==> src/rtl/ssd1306_pkg.sv <==
// Shared opcodes, addressing modes and decoder states
// for the SSD1306 command decoder slice.
package ssd1306_pkg;

  localparam int COLUMNS_DEF = 128;
  localparam int PAGES_DEF   = 8;

  localparam logic [7:0] OP_DISP_OFF   = 8'hAE;
  localparam logic [7:0] OP_DISP_ON    = 8'hAF;
  localparam logic [7:0] OP_NORMAL     = 8'hA6;
  localparam logic [7:0] OP_INVERT     = 8'hA7;
  localparam logic [7:0] OP_RAM_SHOW   = 8'hA4;
  localparam logic [7:0] OP_ALL_ON     = 8'hA5;
  localparam logic [7:0] OP_CONTRAST   = 8'h81;
  localparam logic [7:0] OP_MODE       = 8'h20;
  localparam logic [7:0] OP_COL_RANGE  = 8'h21;
  localparam logic [7:0] OP_PAGE_RANGE = 8'h22;

  typedef enum logic [1:0] {
    MODE_HORZ = 2'b00,
    MODE_VERT = 2'b01,
    MODE_PAGE = 2'b10
  } addr_mode_e;

  typedef enum logic [1:0] {
    IDLE = 2'd0,
    ARG1 = 2'd1,
    ARG2 = 2'd2
  } state_e;

endpackage

==> src/rtl/ssd1306_addr_pointer.sv <==
// Column/page write pointer with mode-dependent
// advance and wrap inside the programmed ranges.
module ssd1306_addr_pointer
  import ssd1306_pkg::*;
#(
  parameter int COLUMNS = COLUMNS_DEF,
  parameter int PAGES   = PAGES_DEF,
  parameter int CW      = $clog2(COLUMNS),
  parameter int PW      = $clog2(PAGES)
) (
  input  logic          Clock,
  input  logic          Reset,
  input  addr_mode_e    mode,
  input  logic [CW-1:0] col_start,
  input  logic [CW-1:0] col_end,
  input  logic [PW-1:0] page_start,
  input  logic [PW-1:0] page_end,
  input  logic          load_col,
  input  logic [CW-1:0] load_col_val,
  input  logic          load_page,
  input  logic [PW-1:0] load_page_val,
  input  logic          advance,
  output logic [CW-1:0] column,
  output logic [PW-1:0] page
);

  localparam logic [CW-1:0] COL_MAX  = CW'(COLUMNS - 1);
  localparam logic [PW-1:0] PAGE_MAX = PW'(PAGES - 1);

  logic          col_eor;
  logic          page_eor;
  logic [CW-1:0] col_n;
  logic [PW-1:0] page_n;

  // The array limit also counts as end-of-range so start > end stays in bounds
  assign col_eor  = (column == col_end) || (column == COL_MAX);
  assign page_eor = (page == page_end) || (page == PAGE_MAX);

  always_comb begin
    col_n  = column;
    page_n = page;
    if (advance) begin
      case (mode)
        MODE_HORZ: begin
          if (col_eor) begin
            col_n  = col_start;
            page_n = page_eor ? page_start : page + 1'b1;
          end else begin
            col_n = column + 1'b1;
          end
        end
        MODE_VERT: begin
          if (page_eor) begin
            page_n = page_start;
            col_n  = col_eor ? col_start : column + 1'b1;
          end else begin
            page_n = page + 1'b1;
          end
        end
        default: begin
          col_n = (column == COL_MAX) ? '0 : column + 1'b1;
        end
      endcase
    end
    if (load_col) col_n = load_col_val;
    if (load_page) page_n = load_page_val;
  end

  always_ff @(posedge Clock or negedge Reset) begin
    if (!Reset) begin
      column <= '0;
      page   <= '0;
    end else begin
      column <= col_n;
      page   <= page_n;
    end
  end

endmodule

==> src/rtl/ssd1306_cmd_decoder.sv <==
// SSD1306-style SPI command/data decoder driving
// framebuffer writes and panel configuration.
module ssd1306_cmd_decoder
  import ssd1306_pkg::*;
#(
  parameter int COLUMNS = COLUMNS_DEF,
  parameter int PAGES   = PAGES_DEF
) (
  input  logic       Clock,
  input  logic       Reset,
  input  logic [7:0] Byte_i,
  input  logic       ByteValid_i,
  input  logic       DC_i,
  input  logic       CS_i,
  output logic [$clog2(PAGES)+$clog2(COLUMNS)-1:0] FbAddr_o,
  output logic [7:0] FbData_o,
  output logic       FbWrite_o,
  output logic       DisplayOn_o,
  output logic       Invert_o,
  output logic       AllOn_o,
  output logic [7:0] Contrast_o,
  output logic       UnknownCmd_o
);

  localparam int CW = $clog2(COLUMNS);
  localparam int PW = $clog2(PAGES);

  state_e        state;
  logic [7:0]    opcode_q;
  logic [CW-1:0] arg_q;
  addr_mode_e    mode;
  logic [CW-1:0] col_start;
  logic [CW-1:0] col_end;
  logic [PW-1:0] page_start;
  logic [PW-1:0] page_end;
  logic [CW-1:0] column;
  logic [PW-1:0] page;

  logic          accept;
  logic          is_data;
  logic          is_cmd;
  logic          op_col_lo;
  logic          op_col_hi;
  logic          op_page;
  logic          known;
  logic          ld_col;
  logic [CW-1:0] ld_col_val;
  logic          ld_page;
  logic [PW-1:0] ld_page_val;

  assign accept    = ByteValid_i & ~CS_i;
  assign is_data   = accept & DC_i;
  assign is_cmd    = accept & ~DC_i;
  assign op_col_lo = Byte_i[7:4] == 4'h0;
  assign op_col_hi = Byte_i[7:3] == 5'b00010;
  assign op_page   = Byte_i[7:3] == 5'b10110;

  assign known = op_col_lo || op_col_hi || op_page ||
    (Byte_i inside {OP_DISP_OFF, OP_DISP_ON,
                    OP_NORMAL, OP_INVERT,
                    OP_RAM_SHOW, OP_ALL_ON,
                    OP_CONTRAST, OP_MODE,
                    OP_COL_RANGE, OP_PAGE_RANGE});

  always_comb begin
    ld_col      = 1'b0;
    ld_col_val  = column;
    ld_page     = 1'b0;
    ld_page_val = page;
    if (is_cmd) begin
      unique case (state)
        IDLE: begin
          if (op_col_lo) begin
            ld_col     = 1'b1;
            ld_col_val = {column[CW-1:4], Byte_i[3:0]};
          end else if (op_col_hi) begin
            ld_col     = 1'b1;
            ld_col_val = {Byte_i[CW-5:0], column[3:0]};
          end else if (op_page) begin
            ld_page     = 1'b1;
            ld_page_val = Byte_i[PW-1:0];
          end
        end
        ARG2: begin
          if (opcode_q == OP_COL_RANGE) begin
            ld_col     = 1'b1;
            ld_col_val = arg_q;
          end else if (opcode_q == OP_PAGE_RANGE) begin
            ld_page     = 1'b1;
            ld_page_val = arg_q[PW-1:0];
          end
        end
        default: ;
      endcase
    end
  end

  ssd1306_addr_pointer #(
    .COLUMNS (COLUMNS),
    .PAGES   (PAGES)
  ) u_ptr (
    .Clock         (Clock),
    .Reset         (Reset),
    .mode          (mode),
    .col_start     (col_start),
    .col_end       (col_end),
    .page_start    (page_start),
    .page_end      (page_end),
    .load_col      (ld_col),
    .load_col_val  (ld_col_val),
    .load_page     (ld_page),
    .load_page_val (ld_page_val),
    .advance       (is_data),
    .column        (column),
    .page          (page)
  );

  always_ff @(posedge Clock or negedge Reset) begin
    if (!Reset) begin
      state        <= IDLE;
      opcode_q     <= '0;
      arg_q        <= '0;
      mode         <= MODE_PAGE;
      col_start    <= '0;
      col_end      <= CW'(COLUMNS - 1);
      page_start   <= '0;
      page_end     <= PW'(PAGES - 1);
      FbAddr_o     <= '0;
      FbData_o     <= '0;
      FbWrite_o    <= 1'b0;
      DisplayOn_o  <= 1'b0;
      Invert_o     <= 1'b0;
      AllOn_o      <= 1'b0;
      Contrast_o   <= 8'h7F;
      UnknownCmd_o <= 1'b0;
    end else begin
      FbWrite_o    <= 1'b0;
      UnknownCmd_o <= 1'b0;
      if (is_data) begin
        FbWrite_o <= 1'b1;
        FbAddr_o  <= {page, column};
        FbData_o  <= Byte_i;
      end
      // Deselect or a data byte abandons any half-received command
      if (CS_i || is_data) begin
        state <= IDLE;
      end else if (is_cmd) begin
        unique case (state)
          IDLE: begin
            case (Byte_i)
              OP_DISP_OFF: DisplayOn_o <= 1'b0;
              OP_DISP_ON:  DisplayOn_o <= 1'b1;
              OP_NORMAL:   Invert_o <= 1'b0;
              OP_INVERT:   Invert_o <= 1'b1;
              OP_RAM_SHOW: AllOn_o <= 1'b0;
              OP_ALL_ON:   AllOn_o <= 1'b1;
              OP_CONTRAST, OP_MODE,
              OP_COL_RANGE, OP_PAGE_RANGE: begin
                opcode_q <= Byte_i;
                state    <= ARG1;
              end
              default: UnknownCmd_o <= ~known;
            endcase
          end
          ARG1: begin
            state <= IDLE;
            if (opcode_q == OP_CONTRAST) begin
              Contrast_o <= Byte_i;
            end else if (opcode_q == OP_MODE) begin
              if (Byte_i[1:0] != 2'b11)
                mode <= addr_mode_e'(Byte_i[1:0]);
            end else begin
              arg_q <= Byte_i[CW-1:0];
              state <= ARG2;
            end
          end
          ARG2: begin
            state <= IDLE;
            if (opcode_q == OP_COL_RANGE) begin
              col_start <= arg_q;
              col_end   <= Byte_i[CW-1:0];
            end else if (opcode_q == OP_PAGE_RANGE) begin
              page_start <= arg_q[PW-1:0];
              page_end   <= Byte_i[PW-1:0];
            end
          end
          default: state <= IDLE;
        endcase
      end
    end
  end

endmodule

==> config.mk <==
export PLATFORM = sky130hd
export DESIGN_NAME = ssd1306_cmd_decoder
export DESIGN_NICKNAME = d
export VERILOG_FILES = /design/src/rtl/ssd1306_pkg.sv /design/src/rtl/ssd1306_addr_pointer.sv /design/src/rtl/ssd1306_cmd_decoder.sv
export SDC_FILE = /design/constraint.sdc
export NUM_CORES = 1
export LEC_CHECK = 0
export ABC_CLOCK_PERIOD_IN_PS = 2900
export BUFFER_PORTS_ARGS = -buffer_cell sky130_fd_sc_hd__buf_2
export CORE_MARGIN = 1
export CORE_UTILIZATION = 50
export CTS_BUF_LIST = sky130_fd_sc_hd__clkbuf_2 sky130_fd_sc_hd__clkbuf_4 sky130_fd_sc_hd__clkbuf_8
export DETAILED_ROUTE_END_ITERATION = 10
export HOLD_SLACK_MARGIN = 0.12
export PLACE_DENSITY = 0.67
export SLEW_MARGIN = 20
export SYNTH_ARGS = -nofsm -noshare
export SYNTH_HDL_FRONTEND = slang
export SYNTH_SLANG_ARGS = --single-unit
export TNS_END_PERCENT = 20
==> constraint.sdc <==
create_clock -name Clock -period 2.9 [get_ports Clock]
set_input_delay 0 -clock Clock [delete_from_list [all_inputs] [get_ports Clock]]
set_output_delay 0 -clock Clock [all_outputs]
set_load 0.01 [all_outputs]
Yosys cells after proc, flatten, opt, wreduce, memory -nomap -nowiden

Index checks and enable logic that the tools add are counted.

Input bits: 13
Register bits: 80
Output and inout bits: 31
Word-level logic and storage cells: 152

Bitwise logic cells: 10
Reduce and logical (&&, ||, !) cells: 32
$add $sub $neg: 2
Equality and inequality tests: 40
Muxes and demuxes: 49

Operators by type and width:

| kind                                           | number |
|---|---|
| == test 8 bit (second input constant)          | 8 |
| 2-to-1 mux 7 bit                               | 9 |
| == test 8 x 6 -> 1 bit (second input constant) | 6 |
| 2-to-1 mux 3 bit                               | 10 |
| one-hot mux 7 bit (2 select lines)             | 2 |
| != test 3 bit (second input constant)          | 9 |
| AND reduction 4 bit                            | 6 |
| 2-to-1 mux 1 bit                               | 15 |
| one-hot mux 3 bit (2 select lines)             | 2 |
| AND reduction 6 bit                            | 2 |
| nonzero test 2 bit                             | 6 |
| 2-to-1 mux 2 bit                               | 5 |
| one-hot mux 1 bit (2 select lines)             | 5 |
| AND reduction 10 bit                           | 1 |
| AND reduction 5 bit                            | 2 |
| nonzero test 10 bit                            | 1 |
| OR reduction 10 bit                            | 1 |
| != test 3 x 2 -> 1 bit (second input constant) | 3 |
| adder 7 x 1 -> 7 bit (second input constant)   | 1 |
| == test 7 bit                                  | 1 |
| == test 7 bit (second input constant)          | 1 |
| inverter 1 bit                                 | 7 |
| AND reduction 7 bit                            | 1 |
| logical OR 1 bit                               | 6 |
| 16 further kinds                               | 23 |

Logic depth before layout (Yosys ltp)

Depth after elaboration: 9
Depth in mapped cells: 7
Depth with buffers taken out: 6

By module

From an unflattened synthesis, not the netlist that was laid out.

Cells, all modules: 375
Area, all modules: 4205.3 µm²

By module, submodules not included:

| module               | cells an instance | area an instance (µm²) | sequential area each (µm²) | times used |
|---|---|---|---|---|
| ssd1306_cmd_decoder  | 274               | 3278.1                 | 1774.2                     | 1 |
| ssd1306_addr_pointer | 101               | 927.1                  | 250.2                      | 1 |

Worst setup path after synthesis

Ideal clock, no wire load.

Kind: register to register
Start point: reg u_ptr.page[0]
End point: reg u_ptr.page[1]
Data required time: 2.780 ns
Clock period less this slack: 2.228 ns
Buffers on the path: 0
Setup slack: 0.672 ns
Library setup time: 0.120 ns
Arrival: 2.108 ns
Stages on the path, launching flop included: 7
Cells stage by stage: dfrtp_1 -> ha_1 -> ha_1 -> a31oi_1 -> mux2_2 -> or4_1 -> a31o_1

Cells in the longest elaborated chain, start to end: 7
Elaborated cells between the ends (all ways): 9
Those cells by class: add/sub: 1; eq/ne: 2; mux: 5; reduce/logical: 1

RTL lines:

| item                                                         | RTL line                                               | text |
|---|---|---|
| start: declaration                                           | ssd1306_addr_pointer.sv:24                             | `output logic [PW-1:0] page` |
| start signal: assignment                                     | ssd1306_addr_pointer.sv:75                             | `page <= page_n;` |
| branches (longest 2 deep; another with adder 3 x 1 -> 3 bit) | n/a                                                    |  |
| 2-to-1 mux 3 bit (*)                                         | ssd1306_addr_pointer.sv:47, ssd1306_addr_pointer.sv:53 |  |
| 2-to-1 mux 3 bit                                             | ssd1306_addr_pointer.sv:45                             | `if (col_eor) begin` |
| one-hot mux 3 bit (2 select lines) (*)                       | ssd1306_addr_pointer.sv:43                             | `case (mode)` |
| 2-to-1 mux 3 bit (*)                                         | ssd1306_addr_pointer.sv:42                             | `if (advance) begin` |
| 2-to-1 mux 3 bit (*)                                         | ssd1306_addr_pointer.sv:66                             | `if (load_page) page_n = load_page_val;` |

Every way passes the cells marked *. The select of a mux whose other input is x is not followed.
A chain may end at the register's enable or synchronous reset.

Worst setup path after layout

Start point: reg u_ptr.page[0]
End point: reg u_ptr.page[2]

The elaborated chain is that of the path after synthesis.

==> run metrics <==
outcome complete, no violations; Routability Congestion 0.868; H-tree depth 3; cell family with most CP delay compound AO/OA/AOI/OAI gates; layout cells sized above 1 32.1%; Clk network pwr share 31.5%; vias in the first global route 2891; final clock skew 0.0119 ns; WL per Instance 17.3 µm; GRT Total Usage 23.7%; Synth top area share 38.8%; core footprint 0.00773 mm²; Worst Path Class, Setup reg -> reg; Congestion Overflow GR 0; setup slack at placement 0.531 ns; worst skew pair latency 0.34 ns; Root Driver clkbuf_8; power density cells 583 mW/mm²; Tot Pwr 2670 µW; vias 2969; Chip Height 91.4 µm; worst rel slew slack 47.7%; HPWL Detailed 6220 µm; slowest stage delay, CP 0.45 ns; Synth Flop Type dfrtp_1; RSZ-0062 raised after global routing no; Avg Synthesized Cell Area 10.8 µm²; fill cell count 675; Total Die Area 0.00835 mm²; YS warnings 0; Seq/Total Area, Yosys 50.7%; CTS clk-pin slew, worst paths 0.08 ns; Yosys cell types 59; number of synthesized flops with an enable pin 0; CTS tree built; most used cell, CP ha_1; IO Count 44; Initial Utilization 51.7%; hold slack 0.169 ns; Critical Path Sink Type flop; Post-Syn Nets 387; synthesized area 0.00399 mm²; post-cts resize count 0; first-pass GRT wire length 15100 µm; Tmin final 2.40 ns; I/O Buffers 43; DRT Pass-1 Iters 5; Layout Nets 433; final hold vios 0; # diodes 0; Slew Viols, Final 0; DRC 0; post-route cell area 0.00457 mm²; Worst setup SP type flop; fin crit share 82.6%; Sink Count 80; CP Max Fanout 5; row count 32; area occupied by multi-input gates 0.00183 mm²; Layout Area Growth over Synthesis 14.4%; largest net degree at the start of global routing 81; VDD IR max 338 µV; worst-path cell with the longest stage delay dfrtp_1; Int Pwr 1900 µW; Post-Place Cell Area 0.00426 mm²; DRT antenna net count 0; sequential share of power 49.7%; Cells after Synth 371; commonest non-fill, non-tap cell in the layout nand2_1; Setup WS post-layout 0.505 ns; crit path buf inv count 0; Yosys top cell by area dfrtp_1; Critical Path AT 2.63 ns; switching power total 770 µW; final WL 9050 µm; LEAKAGE 0.00222 µW; vias per inst 5.68; initial antenna violation count 0; commonest non-fill, non-tap cells in the layout nand2_1 (67), dfrtp_1 (62), mux2_2 (43); Sw Share 28.9%; Max-Cap Viols 0; Final setup viols 0; fmax 0.417 GHz; Hold WC Path Type in -> reg; setup tns final 0 ns; FF+latch count, synth 80; Die Wd 91.4 µm; sequential cell area 0.00202 mm²; Num CTS Buffers 9; clk buf depth 2; Synth async-reset ratio 100%; crit-path cells ha_1, ha_1, a31oi_1, mux2_2, or4_1, a31o_1; Synth area leaders dfrtp_1 (39%), mux2_2 (12%), dfstp_2 (12%), nand2_1 (6.3%), o21ai_0 (1.6%); Initial DRC Count 139; Comb pwr share 18.8%; CP required 3.14 ns; worst slew pin tran 0.781 ns
tightest hold or removal path: cells and delay by family:
kind | cells | cell delay, ns
simple gates | 3 | 0.33
buf+inv | 1 | 0.14
power by group through the flow:
stage | registers [µW] | logic [µW] | clock network, µW
2_1_floorplan | 1330 | 359 | 0
3_3_place_gp | 1340 | 482 | 0
3_5_place_dp | 1350 | 491 | 0
4_1_cts | 1330 | 504 | 861
5_1_grt | 1340 | 567 | 905
6_report | 1330 | 501 | 840
cells by family after synthesis:
logic type | synth area share, %
muxes | 13.1
AOI/OAI and AO/OA | 10.3
adders and majority gates | 0.940
and+or+nand+nor | 18.5
xor gates and xnor gates | 3.04
buffers and inverters | 3.41
DFF | 50.7
synthesized netlist by cell type (all sizes together), types with 5 or more instances:
master	number
nand2	67
dfrtp	62
mux2	43
dfstp	18
o21ai	14
clkbuf	13
nor2	11
a21oi	10
buf	9
nand3	9
nor2b	9
inv	8
xor2	8
nor4	7
nand2b	6
nor3	6
nand4	5
nor4b	5
xnor2	5
state kept, by name, indices dropped and copies added, names as in the netlist, 7 cells and up:
| name | cells |
|---|---|
| FbAddr_o | 10 |
| Contrast_o | 8 |
| FbData_o | 8 |
| opcode_q | 8 |
| arg_q | 7 |
| col_end | 7 |
| col_start | 7 |
| u_ptr.column | 7 |
what timing repair did:
item / CTS / global route
setup buffers: 0 / 0
hold buffers: 11 / 0
hold endpoints to repair: 86 / 0
area by class of cell:
cell class                      count  area share (%)
Timing Repair Buffer               57            7.75
Inverter                            8           0.657
Tap cell                          102            2.79
Clock buffer                       12            3.48
Clock inverter                      3           0.931
Sequential cell                    80            44.3
Multi-Input combinational cell    261            40.1
routing by layer:
metal | GRT usage [%] | routed length, µm
met5 | 0 | 0
met3 | 4.02 | 507
met1 | 33.9 | 4280
met4 | 9.39 | 116
met2 | 36.0 | 4140
metrics by stage:
stage	utilization, %	std cells
6_report	59.1	523
5_1_grt	59.1	523
4_1_cts	59.1	523
3_5_place_dp	55.1	497
3_3_place_gp	55.1	497
2_1_floorplan	-	371
final timing paths:
path	slack (ns)	cells past startpoint	from	to
setup / recovery	0.50	6	u_ptr.page[0]	u_ptr.page[2]
hold / removal	0.17	4	DC_i	UnknownCmd_o
setup reg to reg	0.50	6	u_ptr.page[0]	u_ptr.page[2]
hold reg to reg	0.47	2	FbData_o[6]	FbData_o[6]
max in group asynchronous	2.16	2	Reset	state[0]
min in group asynchronous	0.24	2	Reset	FbData_o[0]
Note: power is estimated with default switching activity, not from simulation.
